===== src/rtl/timing_sequence_counter.sv =====
// ----------------------------------------------------------------------------
// timing_sequence_counter
//
// Sequence counter (SC) plus run-control FSM for the common-bus basic
// computer. sc_count feeds the timing decoder that produces T0..T(2**W-1).
// The control unit clears SC at the end of every instruction with sc_clr.
// Supports free-run, single-step, wait-state hold and halt.
//
// Ports
//   clk          rising-edge clock
//   rst          synchronous, active-high reset (overrides all other inputs)
//   start        level; IDLE/HALT -> RUN (or STEP when step_mode=1)
//   step_mode    sampled only on an accepted start; 1 = single-step
//   step_pulse   in STEP, advance SC by one in this cycle
//   sc_hold      wait state; freezes SC in RUN/STEP
//   sc_clr       end of instruction; SC <- 0 next cycle
//   halt_req     HLT instruction / operator stop
//   sc_count     current timing state (registered)
//   running      1 in RUN or STEP (registered)
//   halted       1 in HALT (registered)
//   instr_done   one-cycle pulse after an accepted sc_clr
//   instr_count  accepted sc_clr count since reset, wraps silently
//   sc_overflow  sticky; SC wrapped all-ones -> 0 without an sc_clr
// ----------------------------------------------------------------------------
module timing_sequence_counter #(
   parameter int CNT_WIDTH = 4,
   parameter int IC_WIDTH  = 16
) (
   input  logic                 clk,
   input  logic                 rst,
   input  logic                 start,
   input  logic                 step_mode,
   input  logic                 step_pulse,
   input  logic                 sc_hold,
   input  logic                 sc_clr,
   input  logic                 halt_req,
   output logic [CNT_WIDTH-1:0] sc_count,
   output logic                 running,
   output logic                 halted,
   output logic                 instr_done,
   output logic [IC_WIDTH-1:0]  instr_count,
   output logic                 sc_overflow
);

   typedef enum logic [1:0] {
      IDLE = 2'd0,
      RUN  = 2'd1,
      STEP = 2'd2,
      HALT = 2'd3
   } state_t;

   localparam logic [CNT_WIDTH-1:0] SC_MAX = {CNT_WIDTH{1'b1}};

   state_t               state, state_nxt;
   logic [CNT_WIDTH-1:0] sc_nxt;
   logic                 done_nxt;
   logic [IC_WIDTH-1:0]  ic_nxt;
   logic                 ovf_nxt;
   logic                 advance;

   // State register and all outputs are flops; running/halted are registered
   // decodes of the next state so they line up with the state itself.
   always_ff @(posedge clk) begin
      if (rst) begin
         state       <= IDLE;
         sc_count    <= '0;
         running     <= 1'b0;
         halted      <= 1'b0;
         instr_done  <= 1'b0;
         instr_count <= '0;
         sc_overflow <= 1'b0;
      end else begin
         state       <= state_nxt;
         sc_count    <= sc_nxt;
         running     <= (state_nxt == RUN) || (state_nxt == STEP);
         halted      <= (state_nxt == HALT);
         instr_done  <= done_nxt;
         instr_count <= ic_nxt;
         sc_overflow <= ovf_nxt;
      end
   end

   // Next-state / SC update. In RUN/STEP exactly one action applies per cycle:
   // halt_req, then sc_clr, then sc_hold, then advance.
   always_comb begin
      state_nxt = state;
      sc_nxt    = sc_count;
      done_nxt  = 1'b0;
      ic_nxt    = instr_count;
      ovf_nxt   = sc_overflow;
      advance   = 1'b0;

      unique case (state)
         IDLE: begin
            sc_nxt = '0;
            if (start) state_nxt = step_mode ? STEP : RUN;
         end

         RUN, STEP: begin
            if (halt_req) begin
               // A coincident sc_clr is dropped: the instruction did not retire.
               state_nxt = HALT;
            end else if (sc_clr) begin
               sc_nxt   = '0;
               done_nxt = 1'b1;
               ic_nxt   = instr_count + 1'b1;
            end else if (!sc_hold) begin
               advance = (state == RUN) || step_pulse;
            end
            if (advance) begin
               sc_nxt = sc_count + 1'b1;
               if (sc_count == SC_MAX) ovf_nxt = 1'b1;
            end
         end

         HALT: begin
            // Restart always begins a fresh instruction at T0.
            if (start) begin
               sc_nxt    = '0;
               state_nxt = step_mode ? STEP : RUN;
            end
         end

         default: state_nxt = IDLE;
      endcase
   end

endmodule

===== config.mk =====
export PLATFORM = sky130hd
export DESIGN_NAME = timing_sequence_counter
export DESIGN_NICKNAME = d
export VERILOG_FILES = /design/src/rtl/timing_sequence_counter.sv
export SDC_FILE = /design/constraint.sdc
export NUM_CORES = 1
export LEC_CHECK = 0
export CAP_MARGIN = 20
export CORE_MARGIN = 3
export CORE_UTILIZATION = 52
export CTS_CLUSTER_DIAMETER = 200
export CTS_CLUSTER_SIZE = 16
export DETAILED_ROUTE_END_ITERATION = 12
export HOLD_SLACK_MARGIN = 0.05
export MAX_ROUTING_LAYER = met4
export PLACE_DENSITY = 0.83
export SYNTH_ARGS = -nofsm -noshare
export SYNTH_HDL_FRONTEND = slang
export SYNTH_SLANG_ARGS = --single-unit

===== constraint.sdc =====
create_clock -name clk -period 4.3 [get_ports clk]
set_input_delay 0.86 -clock clk [delete_from_list [all_inputs] [get_ports clk]]
set_output_delay 0.86 -clock clk [all_outputs]
set_load 0.005 [all_outputs]

==> results of run 1 <==
==> power by group <==
group | switching (mW) | leakage, nW | internal (mW)
registers | 0.0124 | 0.211 | 0.260
logic | 0.0850 | 0.360 | 0.0794
clock network | 0.0718 | 0.0138 | 0.0330
==> worst min-delay path, stage by stage (launching register included) <==
cell	delay (ns)
dfxtp_1	0.35
a41oi_1	0.05
nor2_1	0.07
==> logic make-up (layout without fill, tap and decap cells) <==
logic type / Yosys count / in the layout / share of synthesized area (%)
DFF: 26 / 26 / 39.8
muxes: 2 / 2 / 1.53
and+or+nand+nor: 64 / 64 / 30.2
adders and majority gates: 5 / 5 / 4.78
xor gates and xnor gates: 9 / 9 / 6.03
AOI/OAI and AO/OA: 23 / 23 / 11.6
buffers and inverters: 14 / 41 / 6.03
==> worst max path at each step <==
| stage | start | endpoint | cells after the start |
|---|---|---|---|
| 2_1_floorplan | sc_clr | instr_count[14] | 6 |
| 3_3_place_gp | sc_clr | instr_count[14] | 5 |
| 3_5_place_dp | sc_clr | instr_count[14] | 5 |
| 4_1_cts | sc_clr | instr_count[14] | 5 |
| 5_1_grt | sc_clr | instr_count[14] | 5 |
| 6_report | sc_clr | instr_count[14] | 5 |
==> per-layer routing <==
layer,track usage (%),part of all wire [%]
met2,30.1,50
met5,-,0
met1,19.9,43
met3,3.25,5.2
met4,9.15,2.3
==> layout make-up <==
cell class | instances | area (sq um) | area share, %
Tap cell | 28 | 35.0 | 2.16
Sequential cell | 26 | 520 | 32.1
Inverter | 7 | 26.3 | 1.62
Clock buffer | 3 | 22.5 | 1.39
Timing Repair Buffer | 31 | 310 | 19.1
Multi-Input combinational cell | 103 | 708 | 43.6
==> synth_stat cells, types with 2 or more instances <==
cell	n	share of area, %
and3_1	2	0.96
a22oi_1	2	1.1
nor2_1	17	4.9
ha_1	5	4.8
nor3_1	3	1.1
nand3_1	8	3.1
xnor2_1	6	4.0
a21oi_1	8	3.1
o21ai_0	2	0.77
nor4_4	2	3.3
inv_1	7	2.0
nand4_1	5	2.4
nor4_1	3	1.4
mux2i_1	2	1.5
dfxtp_1	26	40
xor2_1	3	2.0
clkbuf_1	3	0.86
nor2b_1	5	2.4
and2_1	2	0.96
buf_6	3	2.6
nand2_1	7	2.0
a31oi_1	2	0.96
==> per-stage QoR <==
step / setup slack, ns / std cells / utilization [%] / area, sq um
after floorplan: 2.31 / 143 / - / 1310
after global placement: 1.60 / 195 / 69.7 / 1600
after detailed placement: 1.52 / 195 / 69.7 / 1600
after CTS: 1.85 / 198 / 70.6 / 1620
after global routing: 1.81 / 198 / 70.6 / 1620
final: 1.84 / 198 / 70.6 / 1620
==> flip-flops by register name, indices dropped and copies added, names as in the netlist <==
| name | count |
|---|---|
| state | 2 |
| running | 1 |
| instr_count | 16 |
| halted | 1 |
| sc_count | 4 |
| instr_done | 1 |
| sc_overflow | 1 |
==> cell usage in the layout, fill, tap and decap left out, types with 2 or more instances in the layout <==
cell             netlist  final
nand2_1                7      7
a22oi_1                2      2
nand3_1                8      8
ha_1                   5      5
o21ai_0                2      2
nor4_4                 2      2
nor2b_1                5      5
a31oi_1                2      2
nand4_1                5      5
nor3_1                 3      3
dfxtp_1               26     26
and2_1                 2      2
a21oi_1                8      8
xor2_1                 3      3
and3_1                 2      2
inv_1                  7      7
nor2_1                17     17
clkdlybuf4s50_1        0     31
xnor2_1                6      6
nor4_1                 3      3
clkbuf_4               0      3
mux2i_1                2      2
==> metrics.md, run 1 <==
| Metric | Value |
|---|---|
| Max Cap Viol | 0 |
| Number of gates resized after CTS | 0 |
| # fillers | slightly above 200 |
| Total gr overflow | 0 |
| Share of async-settable or async-resettable flops after synthesis | 0% |
| Post-Syn Area per Cell | approximately 9 sq um |
| Crit Reg-Reg Startpoint | state[1] |
| Setup_tns | 0 ns |
| Die W | ~56 microns |
| Final ANT Viol Nets | 0 |
| CP bufs+invs | 1 |
| Min Tclk post-route | 2.46 ns |
| Hold Startpoint | sc_overflow |
| Residual DRC count | 0 |
| WP data required | 4.55 ns |
| Reg2Reg Setup Slack | around 2.2 ns |
| Pin count of the biggest net entering global routing | 27 |
| Critical path's slowest cell | clkdlybuf4s50_1 |
| Max incr delay on CP | ~0.67 ns |
| VDD IR max | between 0.2 and 0.25 mV |
| Global-route wire length before repair | between 4000 and 5000 microns |
| Final RePlAce weighted congestion | a little under 0.8 |
| Slew Limit Fails | 0 |
| Setup crit end kind | flip-flop |
| Std cell rows | 17 |
| CTS Buf Count | 3 |
| R2r endpoint | instr_count[14] |
| Final hold slack | 0.495 ns |
| Worst Max-Slew Pin Slew | about 0.88 ns |
| Layout cells sized above 1 | 4.71% |
| Diodes inserted | 0 |
| Synth warn | 0 |
| Die Height | 56.1 microns |
| Status | finished, final reports clean |
| Die area | 3150 sq um |
| P&R area growth vs syn | 24.1% |
| Worst-path maximum fanout | 8 |
| Worst Hold Class | flip-flop to flip-flop |
| Nets in the synthesized netlist | between 150 and 200 |
| Register area share after synthesis | 39.8% |
| I/O Buffers | 31 |
| Unrepaired setup endpoints after global routing | false |
| Number of vias per cell | ~5.5 |
| DPL Wire Length | 2000 microns |
| Dominant synthesized flop cell | dfxtp_1 |
| # IOs | 32 |
| Post-CTS Hold Buffers | 0 |
| Mapped Area | roughly 1300 sq um |
| Max Fclk | 0.407 GHz |
| Initial antenna violation count | 0 |
| Initial core utilization | 56.9% |
| Reg2reg path depth | 6 |
| CP Class | input pin to flip-flop |
| WL/cell | 13.4 microns |
| WHS Endpoint | sc_overflow |
| Vias | roughly 1,100 |
| Total global routing track utilization | 17.8% |
| CTS max path bufs | 2 |
| Initial DRC count | 42 |
| Number of synthesized flops with an enable pin | 0 |
| Crit share post-route | a little under three fifths |
| Postcts setup bufs | 0 |
| Vias in the first global route | 999 |
| Clk Latency, worst-skew pair | around 0.33 ns |
| Max Clock Skew | about 0.0033 ns |
| Synth unique cells | 42 |
| Yosys reg bits | 26 |
| Relative slew margins | roughly two fifths |
| Power Density | between 300 and 400 nW/um^2 |
| Crit path max-delay family | simple AND/OR/NAND/NOR gates |
| Nets@finish | 185 |
| CORE AREA | ~2300 sq um |
| Arr. time, crit path | between 2 and 3 ns |
| Root Buffer | clkbuf_4 |
| Clock-pin slew on the worst setup and hold paths | 0.13 ns |
| Power, Total | 542 uW |
| DRT Pass-1 Iters | 4 |
| Setup violations, final | 0 |
| Worst-path cell chain | clkdlybuf4s50_1 -> and4bb_1 -> nand4_4 -> or4_1 -> a21oi_1 |
| Worst setup SP type | input pin |
| CTS tree | yes |
| Leakage power | about 0.58 nW |
| Cells after Synth | 143 |
| H-tree levels | 1 |
| Clk sinks | 26 |
| Worst hold stages | 2 |
| Final hold vios | 0 |
| DRT Wirelength | 2650 microns |
Power figures use the tool's default switching activity.
==> inputs of run 2 (changes only) <==
--- a/config.mk
+++ b/config.mk
@@ -7,13 +7,13 @@
 export LEC_CHECK = 0
 export CAP_MARGIN = 20
 export CORE_MARGIN = 3
-export CORE_UTILIZATION = 52
+export CORE_UTILIZATION = 48
 export CTS_CLUSTER_DIAMETER = 200
 export CTS_CLUSTER_SIZE = 16
 export DETAILED_ROUTE_END_ITERATION = 12
 export HOLD_SLACK_MARGIN = 0.05
 export MAX_ROUTING_LAYER = met4
-export PLACE_DENSITY = 0.83
+export PLACE_DENSITY = 0.78
 export SYNTH_ARGS = -nofsm -noshare
 export SYNTH_HDL_FRONTEND = slang
 export SYNTH_SLANG_ARGS = --single-unit
==> constraint.sdc (replaced) <==
create_clock -name clk -period 2.4 [get_ports clk]
set_input_delay 0.48 -clock clk [delete_from_list [all_inputs] [get_ports clk]]
set_output_delay 0.48 -clock clk [all_outputs]
set_load 0.005 [all_outputs]
==> metrics.md, run 2 (same netlist as run 1, synthesis figures left out) <==
| Metric | Value |
|---|---|
| Most frequent cells in the layout | clkdlybuf4s50_1 (31), dfxtp_1 (26), nor2_1 (17) |
| Worst Max-Slew Pin Slew | around 0.45 ns |
| Leakage power | 0.611 nW |
| Crit share post-route | 84.2% |
| Hold Startpoint | instr_count[14] |
| Min Tclk post-route | between 2 and 2.5 ns |
| CP Class | flip-flop to flip-flop |
| Final ANT Viol Nets | 0 |
| Worst hold stages | 2 |
| Diodes inserted | 0 |
| CTS Buf Count | 3 |
| DRT Wirelength | 2630 microns |
| Die Height | approximately 58 microns |
| Worst setup SP type | flip-flop |
| Setup_tns | 0 ns |
| Pre-CTS WS | roughly 0.22 ns |
| Die area | approximately 3400 sq um |
| CORE AREA | approximately 2500 sq um |
| H-tree levels | 1 |
| Vias | 1,125 |
| Commonest non-fill, non-tap cell in the layout | clkdlybuf4s50_1 |
| Largest register FFs | 16 |
| DRT Pass-1 Iters | 4 |
| Final RePlAce weighted congestion | 0.824 |
| Initial core utilization | 51.8% |
| R2r endpoint | sc_count[3] |
| Total global routing track utilization | 17.6% |
| Total gr overflow | 0 |
| Max Cap Viol | 0 |
| Setup violations, final | 0 |
| Psw | between 200 and 300 uW |
| Std cell rows | 18 |
| CTS max path bufs | 2 |
| Gate power share | between 20% and 30% |
| Final hold vios | 0 |
| Worst Hold Class | flip-flop to flip-flop |
| Relative slew margins | between 60% and 70% |
| Reg2reg path depth | 7 |
| Residual DRC count | 0 |
| Slew Limit Fails | 0 |
| WP data required | 2.66 ns |
| Clock-pin slew on the worst setup and hold paths | roughly 0.14 ns |
| # IOs | 32 |
| Arr. time, crit path | between 2 and 2.5 ns |
| Power Density | 603 nW/um^2 |
| Post-CTS Hold Buffers | 0 |
| Unrepaired setup endpoints after global routing | false |
| WHS Endpoint | instr_count[14] |
| VDD IR max | between 0.7 and 0.8 mV |
| Max Fclk | a little under 0.5 GHz |
| Final hold slack | just over 0.5 ns |
| Internal power | slightly above 700 uW |
| Vias in the first global route | about 1,100 |
| Fin util | between 60 and 70% |
| Nets@finish | between 150 and 200 |
| Initial DRC count | 24 |
| Worst-path maximum fanout | 8 |
| Status | finished, final reports clean |
| P&R area growth vs syn | 27.7% |
| CTS tree | yes |
| Clk Latency, worst-skew pair | ~0.32 ns |
| I/O Buffers | 31 |
| Max Clock Skew | 0.00321 ns |
| Layout cells sized above 1 | 7.43% |
| Number of gates resized after CTS | 0 |
| Setup crit end kind | flip-flop |
| Global-route wire length before repair | ~4600 microns |
| Die W | between 50 and 60 microns |
| DPL Wire Length | between 2000 and 2500 microns |
| Biggest regs | instr_count x16, sc_count x4, state x2 |
| Sw frac | slightly below 30% |
| Clock power frac | between 20% and 30% |
| Setup ws final | 0.379 ns |
| Pin count of the biggest net entering global routing | 18 |
| Flop pwr share | roughly half |
| WL/cell | roughly 13 microns |
| Clk sinks | 26 |
| Root Buffer | clkbuf_4 |
| Crit Reg-Reg Startpoint | state[1] |
| Postcts setup bufs | 0 |
| Initial antenna violation count | 0 |
| Reg2Reg Setup Slack | ~0.38 ns |
| Largest Register | instr_count |
| Number of vias per cell | 5.49 |
run 2: cell types whose count changed in the layout (fill, tap and decap cells not counted):
cell      change
clkbuf_8      +1
buf_4         +4
run 2: how the worst max path moves through the flow:
stage / from / end / slack, ns
6_report: state[1] / sc_count[3] / 0.38
2_1_floorplan: state[1] / instr_count[14] / 0.60
3_5_place_dp: halt_req / sc_count[3] / 0.22
5_1_grt: state[1] / instr_count[14] / 0.27
3_3_place_gp: halt_req / sc_count[3] / 0.28
4_1_cts: state[1] / sc_count[3] / 0.36
run 2: worst max-delay path, cell delays in order, from the launching register on:
cell and delay [ns]:
dfxtp_1 0.38, inv_1 0.07, ha_1 0.36, or2_1 0.36
buf_4 0.20, nor4_4 0.31, nand3_1 0.12, a31oi_1 0.17
run 2: cell type report:
type	instances	area [sq um]
Inverter	7	26.3
Multi-Input combinational cell	103	708
Sequential cell	26	520
Fill cell	212	853
Tap cell	30	37.5
Clock buffer	4	36.3
Timing Repair Buffer	35	340
run 2: through the flow:
stage | instance area [sq um] | power (mW) | cells
2_1_floorplan | 1310 | 0.707 | 143
5_1_grt | 1670 | 1.07 | 205
6_report | 1670 | 1.01 | 205
4_1_cts | 1670 | 1.02 | 205
3_5_place_dp | 1630 | 0.797 | 201
3_3_place_gp | 1630 | 0.789 | 201
run 2: power by group through the flow:
| stage | Sequential (mW) | Clock, mW | Combinational [mW] |
|---|---|---|---|
| finish | 0.489 | 0.220 | 0.298 |
| detailed placement | 0.499 | 0 | 0.298 |
| global route | 0.493 | 0.239 | 0.335 |
| CTS | 0.489 | 0.227 | 0.301 |
| floorplan | 0.497 | 0 | 0.210 |
| global placement | 0.497 | 0 | 0.291 |
run 2: routing by layer:
metal,up-vias,GRT usage (%),share of wire [%]
met3,2,4.01,4.7
met2,27,29.5,47
met4,0,4.30,0.65
met5,-,-,0
met1,524,21.3,47
li1,572,-,-
==> inputs of run 3 (changes only) <==
==> constraint.sdc (replaced) <==
create_clock -name clk -period 2.1 [get_ports clk]
set_input_delay 0.42 -clock clk [delete_from_list [all_inputs] [get_ports clk]]
set_output_delay 0.42 -clock clk [all_outputs]
set_load 0.005 [all_outputs]
==> metrics.md, run 3 (same netlist as run 1, synthesis figures left out) <==
| Metric | Value |
|---|---|
| Setup violations, final | 0 |
| DPL Wire Length | between 2000 and 2500 microns |
| Clock-pin slew on the worst setup and hold paths | 0.14 ns |
| DRT Wirelength | 2780 microns |
| DRT Pass-1 Iters | 4 |
| Worst Max-Slew Pin Slew | 0.456 ns |
| Post-DP Area | ~1700 sq um |
| Status | finished, final reports clean |
| Max Cap Viol | 0 |
| Arr. time, crit path | between 2 and 2.5 ns |
| I/O Buffers | 31 |
| Min Tclk post-route | 1.95 ns |
| CP Class | flip-flop to flip-flop |
| Final hold vios | 0 |
| CTS tree | yes |
| WL/cell | roughly 13 microns |
| Nets@finish | approximately 190 |
| Global-route wire length before repair | a little under 5000 microns |
| Biggest regs | instr_count x16, sc_count x4, state x2 |
| Final RePlAce weighted congestion | around 0.84 |
| Largest register FFs | 16 |
| Hold Startpoint | sc_overflow |
| Post-CTS Hold Buffers | 0 |
| Initial antenna violation count | 0 |
| Max Clock Skew | roughly 0.0026 ns |
| H-tree levels | 1 |
| Power Density | 689 nW/um^2 |
| Relative slew margins | between 60% and 70% |
| Unrepaired setup endpoints after global routing | false |
| Max Fclk | between 0.5 and 0.6 GHz |
| Root Buffer | clkbuf_4 |
| Total gr overflow | 0 |
| Clk sinks | 26 |
| Number of vias per cell | about 5.5 |
| Worst-path maximum fanout | 8 |
| WP data required | approximately 2.4 ns |
| Crit Reg-Reg Startpoint | state[1] |
| Worst Hold Class | flip-flop to flip-flop |
| Die W | approximately 58 microns |
| Most frequent cells in the layout | clkdlybuf4s50_1 (31), dfxtp_1 (26), nor2_1 (17) |
| Setup_tns | 0 ns |
| Final ANT Viol Nets | 0 |
| Std cell rows | 18 |
| Pin count of the biggest net entering global routing | 17 |
| P&R area growth vs syn | 30.0% |
| Die Height | about 58 microns |
| Clk Latency, worst-skew pair | 0.32 ns |
| Setup crit end kind | flip-flop |
| Die area | 3390 sq um |
| Initial DRC count | 23 |
| Largest Register | instr_count |
| CTS max path bufs | 2 |
| Diodes inserted | 0 |
| # IOs | 32 |
| Slew Limit Fails | 0 |
| Setup ws final | about 0.15 ns |
| Residual DRC count | 0 |
| Final hold slack | between 0.5 and 0.6 ns |
| VDD IR max | roughly 0.56 mV |
| Layout cells sized above 1 | a little under a tenth |
| Commonest non-fill, non-tap cell in the layout | clkdlybuf4s50_1 |
| Fin util | a little under 70% |
| CORE AREA | 2520 sq um |
| Pre-CTS WS | roughly 0.025 ns |
| Leakage power | 0.630 nW |
| Post-route cell area | approximately 1700 sq um |
| Postcts setup bufs | 0 |
| CTS Buf Count | 3 |
| Worst setup SP type | flip-flop |
| Crit path launch | state[1] |
| Vias in the first global route | approximately 1,100 |
| Number of gates resized after CTS | 0 |
| Vias | 1,144 |
| Total global routing track utilization | a little under a fifth |
| Crit share post-route | 93.0% |
| Initial core utilization | 51.8% |
-- run 3: changes by cell type in the layout (fill, tap and decap cells not counted), sizes merged --
cell	delta
buf	+4
-- run 3: layout make-up --
| type | count | area [sq um] |
|---|---|---|
| multi-input cells | 103 | 708 |
| repair buffers | 39 | 370 |
| flip-flops and latches | 26 | 520 |
| fillers | 219 | 823 |
| inverters | 7 | 26.3 |
| well taps | 30 | 37.5 |
| clock buffers | 4 | 36.3 |
-- run 3: final timing paths --
| kind | slack (ns) | depth (start not counted) | to |
|---|---|---|---|
| setup / recovery | 0.15 | 6 | instr_count[14] |
| hold / removal | 0.51 | 2 | sc_overflow |
| setup reg to reg | 0.15 | 6 | instr_count[14] |
| hold reg to reg | 0.51 | 2 | sc_overflow |
-- run 3: stage by stage --
stage	total power [mW]	instances
after global routing	1.24	209
after floorplan	0.808	143
after detailed placement	0.929	205
final	1.17	209
after global placement	0.915	205
after CTS	1.18	209
-- run 3: per-layer routing --
| layer | GRT usage, % | wire, microns |
|---|---|---|
| met5 | - | 0 |
| met4 | 4.97 | 21 |
| met3 | 2.90 | 120 |
| met2 | 29.7 | 1380 |
| met1 | 23.7 | 1260 |
-- run 3: worst max-delay path: stages (launching register included) --
cell      delay (ns)
dfxtp_1         0.38
inv_1           0.07
ha_1            0.36
and4bb_1        0.41
nand4_4         0.12
or4_1           0.40
a21oi_1         0.15
-- run 3: report_power, final --
part | internal [mW] | total, mW | switching (mW) | leakage [nW]
Sequential | 0.534 | 0.559 | 0.0257 | 0.211
Clock | 0.106 | 0.253 | 0.147 | 0.0210
Combinational | 0.184 | 0.357 | 0.173 | 0.398
